**src/rtl/calc_controller.sv**
```systemverilog
// calc_controller: keypad-driven sequencer for a four-function calculator.
// Builds decimal operands from digit keys, issues one request to an external
// ALU, waits for its completion strobe (bounded by TIMEOUT) and shows the result.
module calc_controller #(
    parameter int WIDTH   = 8,
    parameter int TIMEOUT = 16
) (
    input  logic             clk,
    input  logic             reset,
    input  logic             key_valid,
    input  logic             key_is_op,
    input  logic [3:0]       key_code,
    output logic [WIDTH-1:0] alu_a,
    output logic [WIDTH-1:0] alu_b,
    output logic [1:0]       alu_op,
    output logic             alu_start,
    input  logic             alu_done,
    input  logic [WIDTH-1:0] alu_result,
    input  logic             alu_err,
    output logic [WIDTH-1:0] display,
    output logic             busy,
    output logic             error
);

    localparam int CNT_W = (TIMEOUT < 2) ? 1 : $clog2(TIMEOUT + 1);

    typedef enum logic [2:0] {
        ENTRY_A = 3'd0,
        ENTRY_B = 3'd1,
        EXEC    = 3'd2,
        WAIT    = 3'd3,
        SHOW    = 3'd4,
        ERR     = 3'd5
    } state_t;

    state_t           state, state_n;
    logic [WIDTH-1:0] a_n, b_n;
    logic [1:0]       op_n;
    logic [WIDTH-1:0] res, res_n;
    logic [CNT_W-1:0] cnt, cnt_n;

    // Append a decimal digit to an accumulator; MSB of the result flags that
    // acc*10+digit no longer fits in WIDTH bits.
    function automatic logic [WIDTH:0] append_digit(input logic [WIDTH-1:0] acc,
                                                    input logic [3:0]       d);
        logic [WIDTH+3:0] ext;
        logic [WIDTH+3:0] prod;
        ext  = {4'b0000, acc};
        prod = (ext << 3) + (ext << 1) + {{WIDTH{1'b0}}, d};
        return {|prod[WIDTH+3:WIDTH], prod[WIDTH-1:0]};
    endfunction

    logic [WIDTH:0] app_a, app_b;
    assign app_a = append_digit(alu_a, key_code);
    assign app_b = append_digit(alu_b, key_code);

    logic is_digit, is_arith, is_eq, is_clr;
    assign is_digit = key_valid && !key_is_op && (key_code <= 4'd9);
    assign is_arith = key_valid &&  key_is_op && (key_code <= 4'd3);
    assign is_eq    = key_valid &&  key_is_op && (key_code == 4'd4);
    assign is_clr   = key_valid &&  key_is_op && (key_code == 4'd5);

    // State and datapath registers; reset clears everything, including data.
    always_ff @(posedge clk) begin
        if (reset) begin
            state  <= ENTRY_A;
            alu_a  <= '0;
            alu_b  <= '0;
            alu_op <= '0;
            res    <= '0;
            cnt    <= '0;
        end else begin
            state  <= state_n;
            alu_a  <= a_n;
            alu_b  <= b_n;
            alu_op <= op_n;
            res    <= res_n;
            cnt    <= cnt_n;
        end
    end

    // Next-state and next-register logic; clear overrides every state.
    always_comb begin
        state_n = state;
        a_n     = alu_a;
        b_n     = alu_b;
        op_n    = alu_op;
        res_n   = res;
        cnt_n   = '0;
        if (is_clr) begin
            state_n = ENTRY_A;
            a_n     = '0;
            b_n     = '0;
            op_n    = '0;
            res_n   = '0;
        end else begin
            case (state)
                ENTRY_A: begin
                    if (is_digit) begin
                        if (app_a[WIDTH]) state_n = ERR;
                        else              a_n     = app_a[WIDTH-1:0];
                    end else if (is_arith) begin
                        op_n    = key_code[1:0];
                        b_n     = '0;
                        state_n = ENTRY_B;
                    end
                end
                ENTRY_B: begin
                    if (is_digit) begin
                        if (app_b[WIDTH]) state_n = ERR;
                        else              b_n     = app_b[WIDTH-1:0];
                    end else if (is_arith) begin
                        op_n = key_code[1:0];
                    end else if (is_eq) begin
                        state_n = EXEC;
                    end
                end
                EXEC: begin
                    state_n = WAIT;
                end
                WAIT: begin
                    if (alu_done) begin
                        if (alu_err) begin
                            state_n = ERR;
                        end else begin
                            res_n   = alu_result;
                            state_n = SHOW;
                        end
                    end else if (cnt == CNT_W'(TIMEOUT - 1)) begin
                        state_n = ERR;
                    end else begin
                        cnt_n = cnt + CNT_W'(1);
                    end
                end
                SHOW: begin
                    if (is_digit) begin
                        a_n     = WIDTH'(key_code);
                        state_n = ENTRY_A;
                    end else if (is_arith) begin
                        a_n     = res;
                        op_n    = key_code[1:0];
                        b_n     = '0;
                        state_n = ENTRY_B;
                    end
                end
                ERR: begin
                    state_n = ERR;
                end
                default: begin
                    state_n = ENTRY_A;
                end
            endcase
        end
    end

    // Output decode from the registered state.
    always_comb begin
        display   = res;
        alu_start = 1'b0;
        busy      = 1'b0;
        error     = 1'b0;
        case (state)
            ENTRY_A: display   = alu_a;
            ENTRY_B: display   = alu_b;
            EXEC: begin
                alu_start = 1'b1;
                busy      = 1'b1;
            end
            WAIT:    busy      = 1'b1;
            ERR:     error     = 1'b1;
            default: display   = res;
        endcase
    end

endmodule

```
**config.mk**
```make
export PLATFORM = sky130hd
export DESIGN_NAME = calc_controller
export DESIGN_NICKNAME = d
export VERILOG_FILES = /design/src/rtl/calc_controller.sv
export SDC_FILE = /design/constraint.sdc
export NUM_CORES = 1
export LEC_CHECK = 0
export CAP_MARGIN = 10
export CORE_MARGIN = 2
export CORE_UTILIZATION = 29
export DETAILED_ROUTE_END_ITERATION = 16
export GPL_ROUTABILITY_DRIVEN = 0
export HOLD_SLACK_MARGIN = 0.02
export PLACE_DENSITY_LB_ADDON = 0.2
export SLEW_MARGIN = 20
export SYNTH_ARGS = -nofsm -noshare
export SYNTH_HDL_FRONTEND = slang
export SYNTH_SLANG_ARGS = --single-unit
```
**constraint.sdc**
```tcl
create_clock -name clk -period 5.85 [get_ports clk]
set_clock_uncertainty 0.2 [all_clocks]
set_input_delay 1.4625 -clock clk [delete_from_list [all_inputs] [get_ports clk]]
set_output_delay 1.4625 -clock clk [all_outputs]
set_load 0.02 [all_outputs]
```
# Word-level counts from Yosys, hierarchy flattened
# Index checks and enable logic that the tools add are counted.
[totals] ff_bits=34 latch_bits=0 ramBits=0 romBits=0 word_cells=84 memories=0
[op_classes] addsub=5 multipliers=0 div=0 order_cmp=2 eq_ne=20 shifts=0 n_mux=26 bitwise=3 reduce_logical=22
[op_table] operator="2-to-1 mux 8 bit" count=8
[op_table] operator="case mux 8 bit (2 select lines)" count=3
[op_table] operator="2-to-1 mux 3 bit" count=10
[op_table] operator="adder 11 x 9 -> 12 bit" count=2
[op_table] operator="adder 12 x 4 -> 12 bit" count=2
[op_table] operator="inequality test 3 bit, second input constant" count=6
[op_table] operator="case mux 3 bit (6 select lines)" count=1
[op_table] operator="inequality test 2 bit, second input constant" count=5
[op_table] operator="AND reduction 5 bit" count=2
[op_table] operator="equality test 4 x 3 -> 1 bit, second input constant" count=2
[op_table] operator="OR reduction 4 bit" count=2
[op_table] operator="equality test 3 x 2 -> 1 bit, second input constant" count=2
[op_table] operator="equality test 3 bit, second input constant" count=2
[op_table] operator="logical AND 1 bit" count=6
[op_table] operator="AND reduction 3 bit" count=2
[op_table] operator="OR reduction 2 bit" count=3
[op_table] operator="adder 5 x 1 -> 5 bit, second input constant" count=1
[op_table] operator="equality test 5 x 4 -> 1 bit, second input constant" count=1
[op_table] operator="OR reduction 5 bit" count=1
[op_table] operator="less-or-equal comparator 4 x 2 -> 1 bit, second input constant" count=1
[op_table] operator="less-or-equal comparator 4 bit, second input constant" count=1
[op_table] operator="2-to-1 mux 1 bit" count=4
[op_table] operator="AND reduction 4 bit" count=1
[op_table] operator="nonzero test 2 bit" count=2
[op_table] operator="6 further kinds" count=8

# Longest topological paths before layout
[logic_depth] ltp_word=6 depth_mapped=10 mapped_depth_nobuf=10

# Worst setup path after synthesis
# Ideal clock, no wire load.
[synth_timing] path_kind="input-to-reg" startpoint="input key_code[3]" endpoint="register alu_a[0]" arrival_ps=3963 t_required_ps=5518 slack_ps=1556 stages=10 cell_sequence="inv_1 > fa_1 > inv_1 > fa_1 > a211oi_1 > nor3b_1 > or3_2 > a32oi_1 > a31oi_4 > mux2i_1"
[synth_between] elab_chain_cells=4 word_cells_on_any_way=15 classes_between="1 x add/sub; 2 x order compare; 4 x eq/ne; 2 x mux; 6 x reduce/logical"
[synth_lines] element="from (decl)" line_no="12" rtl="input logic [3:0] key_code,"
[synth_lines] element="adder 12 x 4 -> 12 bit (tied with other cells)" line_no="49" rtl="prod = (ext << 3) + (ext << 1) + {{WIDTH{1'b0}}, d};"
[synth_lines] element="OR reduction 4 bit (tied with other cells)" line_no="50" rtl="return {|prod[WIDTH+3:WIDTH], prod[WIDTH-1:0]};"
[synth_lines] element="inequality test 2 bit (no line) (tied with other cells)"
[synth_lines] element="AND reduction 4 bit (no line) or case mux 8 bit (2 select lines) (tied branches)"
[synth_lines] element="to (signal assigned)" line_no="74" rtl="alu_a <= a_n;"
[synth_lines] element="to (decl)" line_no="13" rtl="output logic [WIDTH-1:0] alu_a,"
# Parallel ways exist; a longest one is shown, timed or not.
# A chain may end at the register's enable or synchronous reset.

# Final worst setup path
[layout_timing] startpoint="input key_code[3]" endpoint="register alu_a[5]"
[layout_between] elab_chain_cells=4 word_cells_on_any_way=17 classes_between="1 x add/sub; 2 x order compare; 4 x eq/ne; 4 x mux; 6 x reduce/logical"
[layout_lines] element="adder 12 x 4 -> 12 bit (tied with other cells)" line_no="49"
[layout_lines] element="OR reduction 4 bit (tied with other cells)" line_no="50"
[layout_lines] element="inequality test 2 bit (no line) (tied with other cells)"
[layout_lines] element="AND reduction 4 bit (no line) or case mux 8 bit (2 select lines) (tied branches)"
# Parallel ways exist; a longest one is shown, timed or not. The select of a mux whose other input is x is not followed.

==> results.py <==
metrics = {
    "logic_synthesis": {
        "async_reset_ff_share_pct": 0,
        "synth.top_cells.by_area": "dfxtp_1 25%, ha_1 14%, mux2i_1 13%",
        "yosysWarningCount": 0,
        "synth.avg_cell_area_um2": 8.31,
        "synth_most_common_cell": "nand2_1",
        "synthCells": 334,
        "synth_nets": 388,
        "yosysTopAreaCellShare_pct": 24.5,
        "yosys-top-cells-count": "52 x nand2_1, 35 x mux2i_1, 34 x dfxtp_1, 32 x ha_1, 27 x o21ai_0",
        "syn-cell-area_um2": 2780,
        "ys_seq_area_share_pct": 24.5,
        "synth-edff-count": 0,
        "ys.flop_type": "dfxtp_1",
        "yosysTopAreaCell": "dfxtp_1",
        "yosys_register_bits": 34,
        "synth_cell_type_count": 60,
    },
    "run": {
        "drv_cap": 0,
    },
    "global_route": {
        "gr-usage-met2_pct": 24.1,
        "top_usage_layer": "met2",
        "grt_max_degree": 23,
        "grt_pass1_vias": 2400,
        "met3_usage_pct": 2.87,
        "antenna_found_initial": 0,
        "overflow": 0,
        "grt_pass1_wl_mm": 12.2,
        "grt_util_met1_pct": 20.9,
        "grt_util_all_layers_pct": 15.2,
    },
    "layout": {
        "antenna_cells": 0,
        "nNetsFinal": 431,
        "area_growth_pct": 23.8,
        "nFillCells": 1008,
        "finalInstanceArea_um2": 3440,
        "final_layout_size_suffix_gt1_share_pct": 6.88,
    },
    "sta": {
        "setup_viol_count_final": 0,
        "clock.fmax_mhz": 203,
        "hold_violations": 0,
        "relSlewSlack_pct": 37.0,
        "rsz0062_at_grt": "no",
        "tns_ps": 0,
        "drv_slew": 0,
        "period_minus_slack_ps": 4920,
        "worst_pin_slew_ps": 943,
        "finalCritPeriodShare_pct": 84.1,
    },
    "clock_tree": {
        "worstSkewPairLatency_ps": 280,
        "htree_num_levels": 2,
        "clkTransAtPathRegs_ps": 70,
        "postCtsResizedCells": 0,
        "cts_buffers": 5,
        "clock_sinks": 34,
        "postCtsSetupRepairBufs": 0,
        "cts_root_buf": "clkbuf_8",
        "cts_tree": "yes",
        "cts_buffer_depth": 2,
        "cts_hold_buffers": 0,
    },
    "power": {
        "ir_drop_mv": 0.117,
        "p_per_area_nw_per_um2": 200,
        "p_leak_uw": 0.00146,
    },
    "worst_setup_path": {
        "end_kind": "flip-flop",
        "startpoint_type": "primary input",
        "path_class": "in -> reg",
        "cp_slowest_cell": "clkdlybuf4s50_1",
        "crit_path_cell_trace": "clkdlybuf4s50_1, inv_1, fa_1, inv_1, fa_1, a211oi_1, nor3b_1, or3_2, a32oi_1, a31oi_4, mux2i_1",
        "max_stage_delay_ps": 550,
        "cp.required_ps": 5810,
        "critical_path_arrival_ps": 4880,
        "crit_fanout": 8,
    },
    "detailed_routing": {
        "drc": 0,
        "routed_wl_mm": 7.54,
        "post_drt_wl_per_cell_um": 14.9,
        "dr.pass1.iters": 5,
        "dr.first_iter.drc_count": 150,
        "vias_per_cell": 4.93,
        "vias": 2499,
        "drtAntennaViolNets": 0,
    },
    "floorplan": {
        "core_um2": 9280,
        "die_h_um": 102,
        "start_util_pct": 29.9,
        "ioPinCount": 47,
        "placementRows": 35,
        "die_w_um": 102,
        "die_area_um2": 10400,
    },
    "placement": {
        "post-dp-hpwl_mm": 5.91,
        "io_buffers": 46,
        "place_area_um2": 3340,
    },
    "worst_hold_path": {
        "hold_path_class": "reg -> reg",
    },
    "run_status": {
        "status": "completed",
    },
}
## critical path: cells and delay by family
kind / cells / cell delay, ps
fa+ha+maj: 2 / 1010
compound gates: 3 / 940
buf+inv: 3 / 760
simple gates: 2 / 540
mux: 1 / 180
## sequential cells by signal, indices dropped and copies added (netlist names)
signal and cells:
alu_a 8, state 3, res 8, cnt 5, alu_b 8, alu_op 2
## placed cells by master, fill, tap and decap left out, types with 2 or more instances in the layout
cell / netlist / routed
nand2_1: 52 / 52
and3_2: 2 / 2
nor4_1: 2 / 2
buf_4: 0 / 2
nor3_1: 3 / 3
nand3_1: 10 / 10
xor2_1: 4 / 4
fa_1: 4 / 4
nand2b_1: 3 / 3
inv_1: 19 / 19
ha_1: 32 / 32
a211oi_1: 4 / 4
a21oi_1: 14 / 14
o21ai_0: 27 / 27
clkbuf_8: 2 / 6
clkdlybuf4s50_1: 0 / 46
a21o_1: 4 / 4
dfxtp_1: 34 / 34
mux2i_1: 35 / 35
o211ai_1: 4 / 4
nor2_1: 22 / 22
xnor2_1: 5 / 5
nor3b_1: 3 / 3
nor2b_1: 4 / 4
## where the power goes
group	internal, µW	total, µW	switching, µW	leakage [µW]
Clock	94.7	186	91.7	0.0000472
Sequential	242	279	36.5	0.000275
Combinational	102	223	120	0.00114
## through the flow
step	util [%]	std cells	setup slack, ps	power (µW)	hold slack [ps]
6_report	37.0	507	929	688	247
2_1_floorplan	-	334	1560	429	218
5_1_grt	37.0	507	777	730	280
3_5_place_dp	36.0	499	678	505	238
3_3_place_gp	36.0	499	804	506	232
4_1_cts	37.0	507	983	694	249
## path summary, 6_finish.rpt
kind / to / cells past startpoint / slack, ps / startpoint
max: alu_a[5] / 11 / 930 / key_code[3]
min: cnt[0] / 1 / 250 / cnt[0]
max reg2reg: alu_a[5] / 10 / 2320 / alu_a[0]
min reg2reg: cnt[0] / 1 / 250 / cnt[0]
## cell families (layout without fill, tap and decap cells)
| group | count (synthesis) | count (layout) | share of synthesized area, % |
|---|---|---|---|
| xor+xnor | 9 | 9 | 2.84 |
| buf+inv | 32 | 76 | 5.23 |
| compound gates | 72 | 72 | 17.3 |
| flops | 34 | 34 | 24.5 |
| mux | 36 | 36 | 13.0 |
| simple gates | 115 | 115 | 19.8 |
| fa+ha+maj | 36 | 36 | 17.3 |
## layer usage
metal / wire length (µm) / part of all wire [%]
met1: 3720 / 49
met2: 3360 / 45
met3: 257 / 3.4
met4: 206 / 2.7
met5: 0 / 0
## area by class of cell
| cell class | count | area, µm² | share of cell area [%] |
|---|---|---|---|
| clock buffer | 6 | 82.6 | 2.40 |
| multi-input combinational | 268 | 1950 | 56.7 |
| sequential | 34 | 681 | 19.8 |
| clock inverter | 2 | 12.5 | 0.364 |
| timing repair buffer | 48 | 475 | 13.8 |
| inverter | 20 | 75.1 | 2.18 |
| tap | 129 | 161 | 4.69 |
Note: power is estimated with default switching activity, not from simulation.
